### src/rtl/requant_pkg.sv
// Shared types and default widths for the requantiser slice.
package requant_pkg;

  typedef enum logic {
    RND_AWAY  = 1'b0,
    RND_FLOOR = 1'b1
  } rnd_mode_e;

  localparam int unsigned DEF_IN_W    = 32;
  localparam int unsigned DEF_OUT_W   = 8;
  localparam int unsigned DEF_LANES   = 4;
  localparam int unsigned DEF_SHIFT_W = 5;
  localparam int unsigned DEF_CNT_W   = 16;

endpackage

### src/rtl/requant_lane_round.sv
// Combinational per-lane rounding bias and arithmetic right shift in IN_W+1 bits.
module requant_lane_round
  import requant_pkg::*;
#(
  parameter int unsigned IN_W    = DEF_IN_W,
  parameter int unsigned SHIFT_W = DEF_SHIFT_W
) (
  input  logic [IN_W-1:0]    x,
  input  logic [SHIFT_W-1:0] sh,
  input  logic               mode,
  output logic [IN_W:0]      q
);

  localparam logic signed [IN_W:0] ONE = (IN_W+1)'(1);

  logic signed [IN_W:0] xe;
  logic signed [IN_W:0] bias;
  logic signed [IN_W:0] sum;

  // The extra bit keeps x + bias from overflowing at the most positive input.
  always_comb begin
    xe   = $signed({x[IN_W-1], x});
    bias = '0;
    if ((sh != '0) && (mode == RND_AWAY)) begin
      bias = ONE << (sh - SHIFT_W'(1));
      if (x[IN_W-1]) bias = bias - ONE;
    end
    sum = xe + bias;
    q   = sum >>> sh;
  end

endmodule

### src/rtl/requant_stream.sv
// Two-stage multi-lane requantiser: round/shift, then saturate, with valid/ready flow control.
module requant_stream
  import requant_pkg::*;
#(
  parameter int unsigned IN_W    = DEF_IN_W,
  parameter int unsigned OUT_W   = DEF_OUT_W,
  parameter int unsigned LANES   = DEF_LANES,
  parameter int unsigned SHIFT_W = DEF_SHIFT_W,
  parameter int unsigned CNT_W   = DEF_CNT_W
) (
  input  logic                   clk,
  input  logic                   rst_n,
  input  logic                   in_valid,
  output logic                   in_ready,
  input  logic [LANES*IN_W-1:0]  in_data,
  input  logic [SHIFT_W-1:0]     in_shift,
  input  logic                   in_mode,
  output logic                   out_valid,
  input  logic                   out_ready,
  output logic [LANES*OUT_W-1:0] out_data,
  output logic [LANES-1:0]       out_sat,
  input  logic                   sat_clr,
  output logic [CNT_W-1:0]       sat_count
);

  localparam int unsigned SH_LIM = ((IN_W - 1) < ((1 << SHIFT_W) - 1)) ?
                                   (IN_W - 1) : ((1 << SHIFT_W) - 1);
  localparam logic signed [IN_W:0] QMAX = {{(IN_W-OUT_W+2){1'b0}}, {(OUT_W-1){1'b1}}};
  localparam logic signed [IN_W:0] QMIN = {{(IN_W-OUT_W+2){1'b1}}, {(OUT_W-1){1'b0}}};

  logic                   adv1;
  logic                   adv2;
  logic                   load2;
  logic                   s1_valid;
  logic [SHIFT_W-1:0]     sh_c;
  logic [IN_W:0]          rq   [LANES];
  logic [IN_W:0]          s1_q [LANES];
  logic [LANES*OUT_W-1:0] sat_d;
  logic [LANES-1:0]       sat_f;
  logic [CNT_W:0]         npop;
  logic [CNT_W:0]         cnt_sum;

  assign adv2     = !out_valid || out_ready;
  assign adv1     = !s1_valid || adv2;
  assign in_ready = adv1;
  assign load2    = adv2 && s1_valid;

  assign sh_c = (32'(in_shift) > SH_LIM) ? SHIFT_W'(SH_LIM) : in_shift;

  for (genvar g = 0; g < LANES; g++) begin : g_lane
    requant_lane_round #(
      .IN_W    (IN_W),
      .SHIFT_W (SHIFT_W)
    ) u_round (
      .x    (in_data[g*IN_W +: IN_W]),
      .sh   (sh_c),
      .mode (in_mode),
      .q    (rq[g])
    );
  end

  always_ff @(posedge clk or negedge rst_n) begin
    if (!rst_n) s1_valid <= 1'b0;
    else if (adv1) s1_valid <= in_valid;
  end

  always_ff @(posedge clk) begin
    if (adv1 && in_valid) begin
      for (int unsigned i = 0; i < LANES; i++) s1_q[i] <= rq[i];
    end
  end

  always_comb begin
    sat_d = '0;
    sat_f = '0;
    npop  = '0;
    for (int unsigned i = 0; i < LANES; i++) begin
      if ($signed(s1_q[i]) > QMAX) begin
        sat_d[i*OUT_W +: OUT_W] = {1'b0, {(OUT_W-1){1'b1}}};
        sat_f[i] = 1'b1;
      end else if ($signed(s1_q[i]) < QMIN) begin
        sat_d[i*OUT_W +: OUT_W] = {1'b1, {(OUT_W-1){1'b0}}};
        sat_f[i] = 1'b1;
      end else begin
        sat_d[i*OUT_W +: OUT_W] = s1_q[i][OUT_W-1:0];
      end
      npop = npop + (CNT_W+1)'(sat_f[i]);
    end
    cnt_sum = {1'b0, sat_count} + npop;
  end

  always_ff @(posedge clk or negedge rst_n) begin
    if (!rst_n) begin
      out_valid <= 1'b0;
      out_data  <= '0;
      out_sat   <= '0;
    end else if (adv2) begin
      out_valid <= s1_valid;
      if (s1_valid) begin
        out_data <= sat_d;
        out_sat  <= sat_f;
      end
    end
  end

  // Clear wins over a same-cycle increment; the count sticks at all-ones.
  always_ff @(posedge clk or negedge rst_n) begin
    if (!rst_n) sat_count <= '0;
    else if (sat_clr) sat_count <= '0;
    else if (load2) sat_count <= cnt_sum[CNT_W] ? '1 : cnt_sum[CNT_W-1:0];
  end

endmodule

### config.mk
export PLATFORM = sky130hd
export DESIGN_NAME = requant_stream
export DESIGN_NICKNAME = d
export VERILOG_FILES = /design/src/rtl/requant_pkg.sv /design/src/rtl/requant_lane_round.sv /design/src/rtl/requant_stream.sv
export SDC_FILE = /design/constraint.sdc
export NUM_CORES = 1
export LEC_CHECK = 0
export ABC_CLOCK_PERIOD_IN_PS = 10400
export BUFFER_PORTS_ARGS = -buffer_cell sky130_fd_sc_hd__clkbuf_2
export CORE_UTILIZATION = 40
export CTS_CLUSTER_DIAMETER = 40
export DETAILED_ROUTE_END_ITERATION = 6
export HOLD_SLACK_MARGIN = 0.03
export PLACE_DENSITY_LB_ADDON = 0.05
export SLEW_MARGIN = 0
export SYNTH_ARGS = -nofsm -noshare
export SYNTH_HDL_FRONTEND = slang
export SYNTH_SLANG_ARGS = --single-unit
### constraint.sdc
create_clock -name clk -period 10.4 [get_ports clk]
set_input_delay 2.08 -clock clk [delete_from_list [all_inputs] [get_ports clk]]
set_output_delay 2.08 -clock clk [all_outputs]
set_load 0.005 [all_outputs]
==> report_table.html <==
<table>
<tr><th>Metric</th><th>Value</th></tr>
<tr><th colspan="2">Status</th></tr>
<tr><td>Status</td><td>complete, but fails checks</td></tr>
<tr><td>Failing checks</td><td>design-rule violations, max-capacitance violations, max-slew violations</td></tr>
<tr><th colspan="2">Detailed routing</th></tr>
<tr><td>Count of vias placed by the detailed router</td><td>between 30000 and 40000</td></tr>
<tr><td>Antenna violation net count after detailed routing</td><td>0</td></tr>
<tr><td>DRC violation count after routing</td><td>3</td></tr>
<tr><td>Wire length per cell after detailed routing</td><td>29.5 um</td></tr>
<tr><td>Post-DR vias/cell</td><td>~7</td></tr>
<tr><td>Initial DRC count</td><td>around 4400</td></tr>
<tr><td>Total Wirelength</td><td>between 100000 and 150000 um</td></tr>
<tr><td>Router iterations before antenna repair</td><td>7</td></tr>
<tr><th colspan="2">Yosys</th></tr>
<tr><td>Syn avg cell area</td><td>7.46 um^2</td></tr>
<tr><td>Sequential-to-total area share from yosys stat</td><td>20.2%</td></tr>
<tr><td>Most instantiated flip-flop cell in the synthesis netlist</td><td>sky130_fd_sc_hd__edfxtp_1</td></tr>
<tr><td>Area of the mapped netlist</td><td>around 26000 um^2</td></tr>
<tr><td>Number of synthesis warnings</td><td>0</td></tr>
<tr><td>Count of flip-flops with a built-in enable after synthesis</td><td>between 100 and 150</td></tr>
<tr><td>Share of flip-flops with an asynchronous set or reset after synthesis</td><td>roughly 29%</td></tr>
<tr><td>Cell count after synthesis</td><td>roughly 3500</td></tr>
<tr><td>Post-synthesis sequential element count</td><td>approximately 190</td></tr>
<tr><td>Number of library cell types mapped by synthesis</td><td>97</td></tr>
<tr><th colspan="2">Finish</th></tr>
<tr><td>Area growth from synthesis to final layout</td><td>9.07%</td></tr>
<tr><td>Seq. cell area</td><td>5320 um^2</td></tr>
<tr><td>Number of standard cells in the final layout excluding fillers</td><td>4421</td></tr>
<tr><td>Filler cells</td><td>6740</td></tr>
<tr><td>Share of cells above drive strength 1</td><td>13.3%</td></tr>
<tr><td>Final net count</td><td>3828</td></tr>
<tr><td>Area occupied by multi-input gates</td><td>19700 um^2</td></tr>
<tr><td>Design area</td><td>28600 um^2</td></tr>
<tr><th colspan="2">Timing</th></tr>
<tr><td>Final setup vio count</td><td>0</td></tr>
<tr><td>Final slew viol count</td><td>5</td></tr>
<tr><td>Setup TNS</td><td>0 ns</td></tr>
<tr><td>Slew margin rel.</td><td>-4.65%</td></tr>
<tr><td>Unrepaired setup endpoints after global routing</td><td>false</td></tr>
<tr><td>Final Skew</td><td>0.0268 ns</td></tr>
<tr><td>Worst Tran Pin Value</td><td>1.56 ns</td></tr>
<tr><td>Fmax</td><td>0.104 GHz</td></tr>
<tr><td>Post-route worst hold slack</td><td>roughly 0.48 ns</td></tr>
<tr><td>Share of the cycle needed by the critical path after routing</td><td>92.1%</td></tr>
<tr><td>Crit path time final</td><td>9.58 ns</td></tr>
<tr><td>Final hold violation count</td><td>0</td></tr>
<tr><th colspan="2">GRT</th></tr>
<tr><td>Largest net degree at the start of global routing</td><td>113</td></tr>
<tr><td>Leftover overflow at the end of global routing</td><td>0</td></tr>
<tr><td>Wire length of the first global-routing pass</td><td>190000 um</td></tr>
<tr><td>Overall fraction of global-route tracks in use</td><td>between 30% and 40%</td></tr>
<tr><td>Number of antenna violations at the first check in global routing</td><td>5</td></tr>
<tr><td>Vias in the first global route</td><td>27954</td></tr>
<tr><th colspan="2">Clock tree</th></tr>
<tr><td>Number of sinks on the clock net</td><td>186</td></tr>
<tr><td>Clock Tree Root</td><td>sky130_fd_sc_hd__clkbuf_16</td></tr>
<tr><td>Clock tree from TritonCTS</td><td>yes</td></tr>
<tr><td>Count of buffers added by post-CTS timing repair for setup</td><td>0</td></tr>
<tr><td>Count of cells resized by post-cts repair</td><td>0</td></tr>
<tr><td>Number of H-tree branching levels</td><td>4</td></tr>
<tr><td>Number of hold buffers added after CTS</td><td>0</td></tr>
<tr><td>Maximum clock path buffer count</td><td>2</td></tr>
<tr><td>CTS Buf Count</td><td>17</td></tr>
<tr><td>Latest clock arrival within the worst-skew pair</td><td>0.45 ns</td></tr>
<tr><td>Clock Pin Slew Worst Setup and Hold Paths</td><td>0.07 ns</td></tr>
<tr><th colspan="2">Worst setup path</th></tr>
<tr><td>Element type at the critical path end</td><td>flop</td></tr>
<tr><td>Register-to-register setup slack</td><td>4.90 ns</td></tr>
<tr><td>Launch point of the critical path</td><td>in_shift[2]</td></tr>
<tr><td>Cell count of the worst reg-to-reg path</td><td>13</td></tr>
<tr><td>Capturing instance or port of the critical path</td><td>s1_q[1][5]</td></tr>
<tr><td>Critical Path Start Type</td><td>input port</td></tr>
<tr><td>Critical Path Stages</td><td>24</td></tr>
<tr><td>Critical-path cell list</td><td>buf_4 &gt; inv_2 &gt; nand2_1 &gt; nor2_1 &gt; nand2_1 &gt; ha_1 &gt; buf_4 &gt; inv_1 &gt; a21oi_1 &gt; o21ai_0 &gt; a211oi_1 &gt; buf_4 &gt; ha_1 &gt; nand4_1 &gt; o31a_1 &gt; o21ai_1 &gt; o211ai_1 &gt; a41o_1 &gt; a31oi_1 &gt; buf_4 &gt; a211oi_1 &gt; a2111oi_2 &gt; nand2_1 &gt; a21boi_0</td></tr>
<tr><td>Critical path required time</td><td>10.52 ns</td></tr>
<tr><td>Family with the most delay on the worst path</td><td>compound AO/OA/AOI/OAI gates</td></tr>
<tr><td>Buffers plus inverters on the worst setup path</td><td>6</td></tr>
<tr><td>Max Fanout on Critical Path</td><td>34</td></tr>
<tr><td>Arrival time of the worst setup path</td><td>about 9.7 ns</td></tr>
<tr><td>Dominant cell type by count on the critical path</td><td>sky130_fd_sc_hd__buf_4</td></tr>
<tr><td>Reg2reg end</td><td>sat_count[3]</td></tr>
<tr><td>Worst setup path category</td><td>input port to flop</td></tr>
<tr><td>Worst reg2reg path startpoint</td><td>s1_q[0][9]</td></tr>
<tr><td>Maximum cell stage delay along the critical path</td><td>roughly 1.0 ns</td></tr>
<tr><td>Critical-path cell with the highest stage delay</td><td>sky130_fd_sc_hd__o21ai_0</td></tr>
<tr><th colspan="2">Die</th></tr>
<tr><td>Number of I/O pins</td><td>193</td></tr>
<tr><td>Vertical extent of the die</td><td>258 um</td></tr>
<tr><td>Std cell rows</td><td>93</td></tr>
<tr><td>Die ar.</td><td>about 67000 um^2</td></tr>
<tr><td>Die Wd</td><td>258 um</td></tr>
<tr><td>Initial Util</td><td>40.6%</td></tr>
<tr><td>Placeable Area</td><td>64700 um^2</td></tr>
<tr><th colspan="2">Placement</th></tr>
<tr><td>Port Buf Inserts</td><td>~190</td></tr>
<tr><td>Placed instance count</td><td>roughly 4400</td></tr>
<tr><td>Detailed-placement wirelength estimate</td><td>about 100000 um</td></tr>
<tr><td>Routability congestion estimate from global placement</td><td>1.00</td></tr>
<tr><td>Placement Cell Area</td><td>28000 um^2</td></tr>
<tr><th colspan="2">Flow run</th></tr>
<tr><td>Total of max-cap violations</td><td>1</td></tr>
<tr><th colspan="2">Power</th></tr>
<tr><td>Sum of internal, switching and leakage power</td><td>3300 uW</td></tr>
<tr><td>Pwr Density</td><td>115 nW/um^2</td></tr>
<tr><td>Cell leakage power</td><td>roughly 0.011 uW</td></tr>
<tr><td>Maximum vdd drop</td><td>about 110 uV</td></tr>
<tr><th colspan="2">Min path</th></tr>
<tr><td>Worst hold-check path type</td><td>flop to flop</td></tr>
</table>
==> layout by cell type, fill, tap and decap left out, drive strengths merged, types with 63 or more instances in the layout <==
cell type and count:
a21o 63, nand4 73, nand3 71, ha 130, nor3 78, xnor2 85, edfxtp 132, o21ai 239
a211oi 95, nor2 430, nand2 415, a21oi 366, buf 100, inv 73, clkbuf 205, mux2i 99
==> routing by layer <==
layer / wire [um] / part of all wire [%] / up-vias / global-route usage (%)
met5: 40 / 0.031 / - / 0
met4: 5720 / 4.4 / 6 / 15.2
met3: 14600 / 11 / 284 / 8.20
met2: 54000 / 41 / 1952 / 54.8
met1: 56200 / 43 / 14631 / 54.4
li1: - / - / 13449 / -
==> kinds of logic after synthesis <==
family	count (synthesis)	share of synthesized area, %
buf+inv	340	4.97
fa+ha+maj	137	6.73
flops	186	20.2
simple gates	1270	21.9
mux	187	9.52
other cells	1	0.0143
compound gates	1266	32.2
xor+xnor	131	4.40
==> cell type report <==
cell class                      count  share of cell area, %
Multi-Input combinational cell   2995                   68.7
Sequential cell                   186                   18.6
Timing Repair Buffer              288                   6.10
Tap cell                          855                   3.74
Clock buffer                       18                   1.50
Inverter                           64                  0.857
Clock inverter                     14                  0.524
Antenna cell                        1                0.00874
==> how the worst min path moves through the flow <==
stage / slack, ns / startpoint / end / depth (start not counted)
4_1_cts: 0.49 / out_data[31] / out_data[31] / 2
3_3_place_gp: 0.46 / out_data[23] / out_data[23] / 2
5_1_grt: 0.51 / out_sat[2] / out_sat[2] / 2
6_report: 0.48 / out_data[30] / out_data[30] / 2
2_1_floorplan: 0.47 / s1_q[1][32] / out_data[15] / 2
3_5_place_dp: 0.47 / out_data[23] / out_data[23] / 2
==> registers in the layout (all words and copies together), names as in the netlist <==
signal / flops
out_data: 32
out_sat: 4
out_valid: 1
s1_q: 132
s1_valid: 1
sat_count: 16
==> Yosys cell counts (12+ instances only) <==
| master | count | share of area, % |
|---|---|---|
| sky130_fd_sc_hd__a221oi_1 | 24 | 0.80 |
| sky130_fd_sc_hd__xor2_1 | 45 | 1.5 |
| sky130_fd_sc_hd__nor4_1 | 31 | 0.74 |
| sky130_fd_sc_hd__mux2_2 | 42 | 1.8 |
| sky130_fd_sc_hd__dfrtp_1 | 54 | 5.1 |
| sky130_fd_sc_hd__nor3_1 | 78 | 1.5 |
| sky130_fd_sc_hd__nor2b_1 | 20 | 0.48 |
| sky130_fd_sc_hd__a21oi_1 | 362 | 6.9 |
| sky130_fd_sc_hd__or4_1 | 17 | 0.49 |
| sky130_fd_sc_hd__o211a_1 | 15 | 0.57 |
| sky130_fd_sc_hd__a211oi_1 | 93 | 2.7 |
| sky130_fd_sc_hd__a211o_1 | 26 | 0.87 |
| sky130_fd_sc_hd__buf_1 | 44 | 0.63 |
| sky130_fd_sc_hd__o221ai_1 | 30 | 1.0 |
| sky130_fd_sc_hd__a21o_1 | 62 | 1.8 |
| sky130_fd_sc_hd__a31oi_1 | 29 | 0.69 |
| sky130_fd_sc_hd__xnor2_1 | 85 | 2.8 |
| sky130_fd_sc_hd__nand4_1 | 73 | 1.7 |
| sky130_fd_sc_hd__nand3_1 | 71 | 1.4 |
| sky130_fd_sc_hd__ha_1 | 130 | 6.2 |
| sky130_fd_sc_hd__mux4_2 | 46 | 3.9 |
| sky130_fd_sc_hd__o21a_1 | 29 | 0.83 |
| sky130_fd_sc_hd__a41oi_1 | 12 | 0.40 |
| sky130_fd_sc_hd__nand2_1 | 415 | 5.9 |
| sky130_fd_sc_hd__mux2i_1 | 99 | 3.8 |
| sky130_fd_sc_hd__o31ai_1 | 12 | 0.34 |
| sky130_fd_sc_hd__a2111oi_0 | 14 | 0.47 |
| sky130_fd_sc_hd__edfxtp_1 | 132 | 15 |
| sky130_fd_sc_hd__and3_1 | 20 | 0.48 |
| sky130_fd_sc_hd__nor2_1 | 430 | 6.1 |
| sky130_fd_sc_hd__inv_1 | 62 | 0.89 |
| sky130_fd_sc_hd__nand2b_1 | 21 | 0.50 |
| sky130_fd_sc_hd__and2_1 | 27 | 0.64 |
| sky130_fd_sc_hd__a22oi_1 | 18 | 0.51 |
| sky130_fd_sc_hd__o211ai_1 | 59 | 1.7 |
| sky130_fd_sc_hd__a311oi_1 | 15 | 0.50 |
| sky130_fd_sc_hd__or3_1 | 19 | 0.45 |
| sky130_fd_sc_hd__o21ai_0 | 233 | 4.4 |
| sky130_fd_sc_hd__clkbuf_1 | 224 | 3.2 |
| sky130_fd_sc_hd__o22ai_1 | 37 | 0.88 |
==> power by group <==
group	switching, uW	leakage [uW]	total [uW]	internal [uW]
sequential	48.4	0.00194	957	909
clock	319	0.000287	642	322
combinational	1130	0.00920	1700	570
==> stage by stage <==
step / util [%] / worst slack, ns
final: 44.2 / 0.819
after global routing: 44.2 / 0.680
after CTS: 44.2 / 1.31
after detailed placement: 43.3 / 0.885
after global placement: 43.3 / 0.953
after floorplan: - / 2.29
==> worst min-delay path: cells and delay by family, from the launching register on <==
family,cells,cell delay [ns]
compound gates,1,0.06
simple gates,1,0.05
flops,1,0.34
Power figures use the tool's default switching activity.
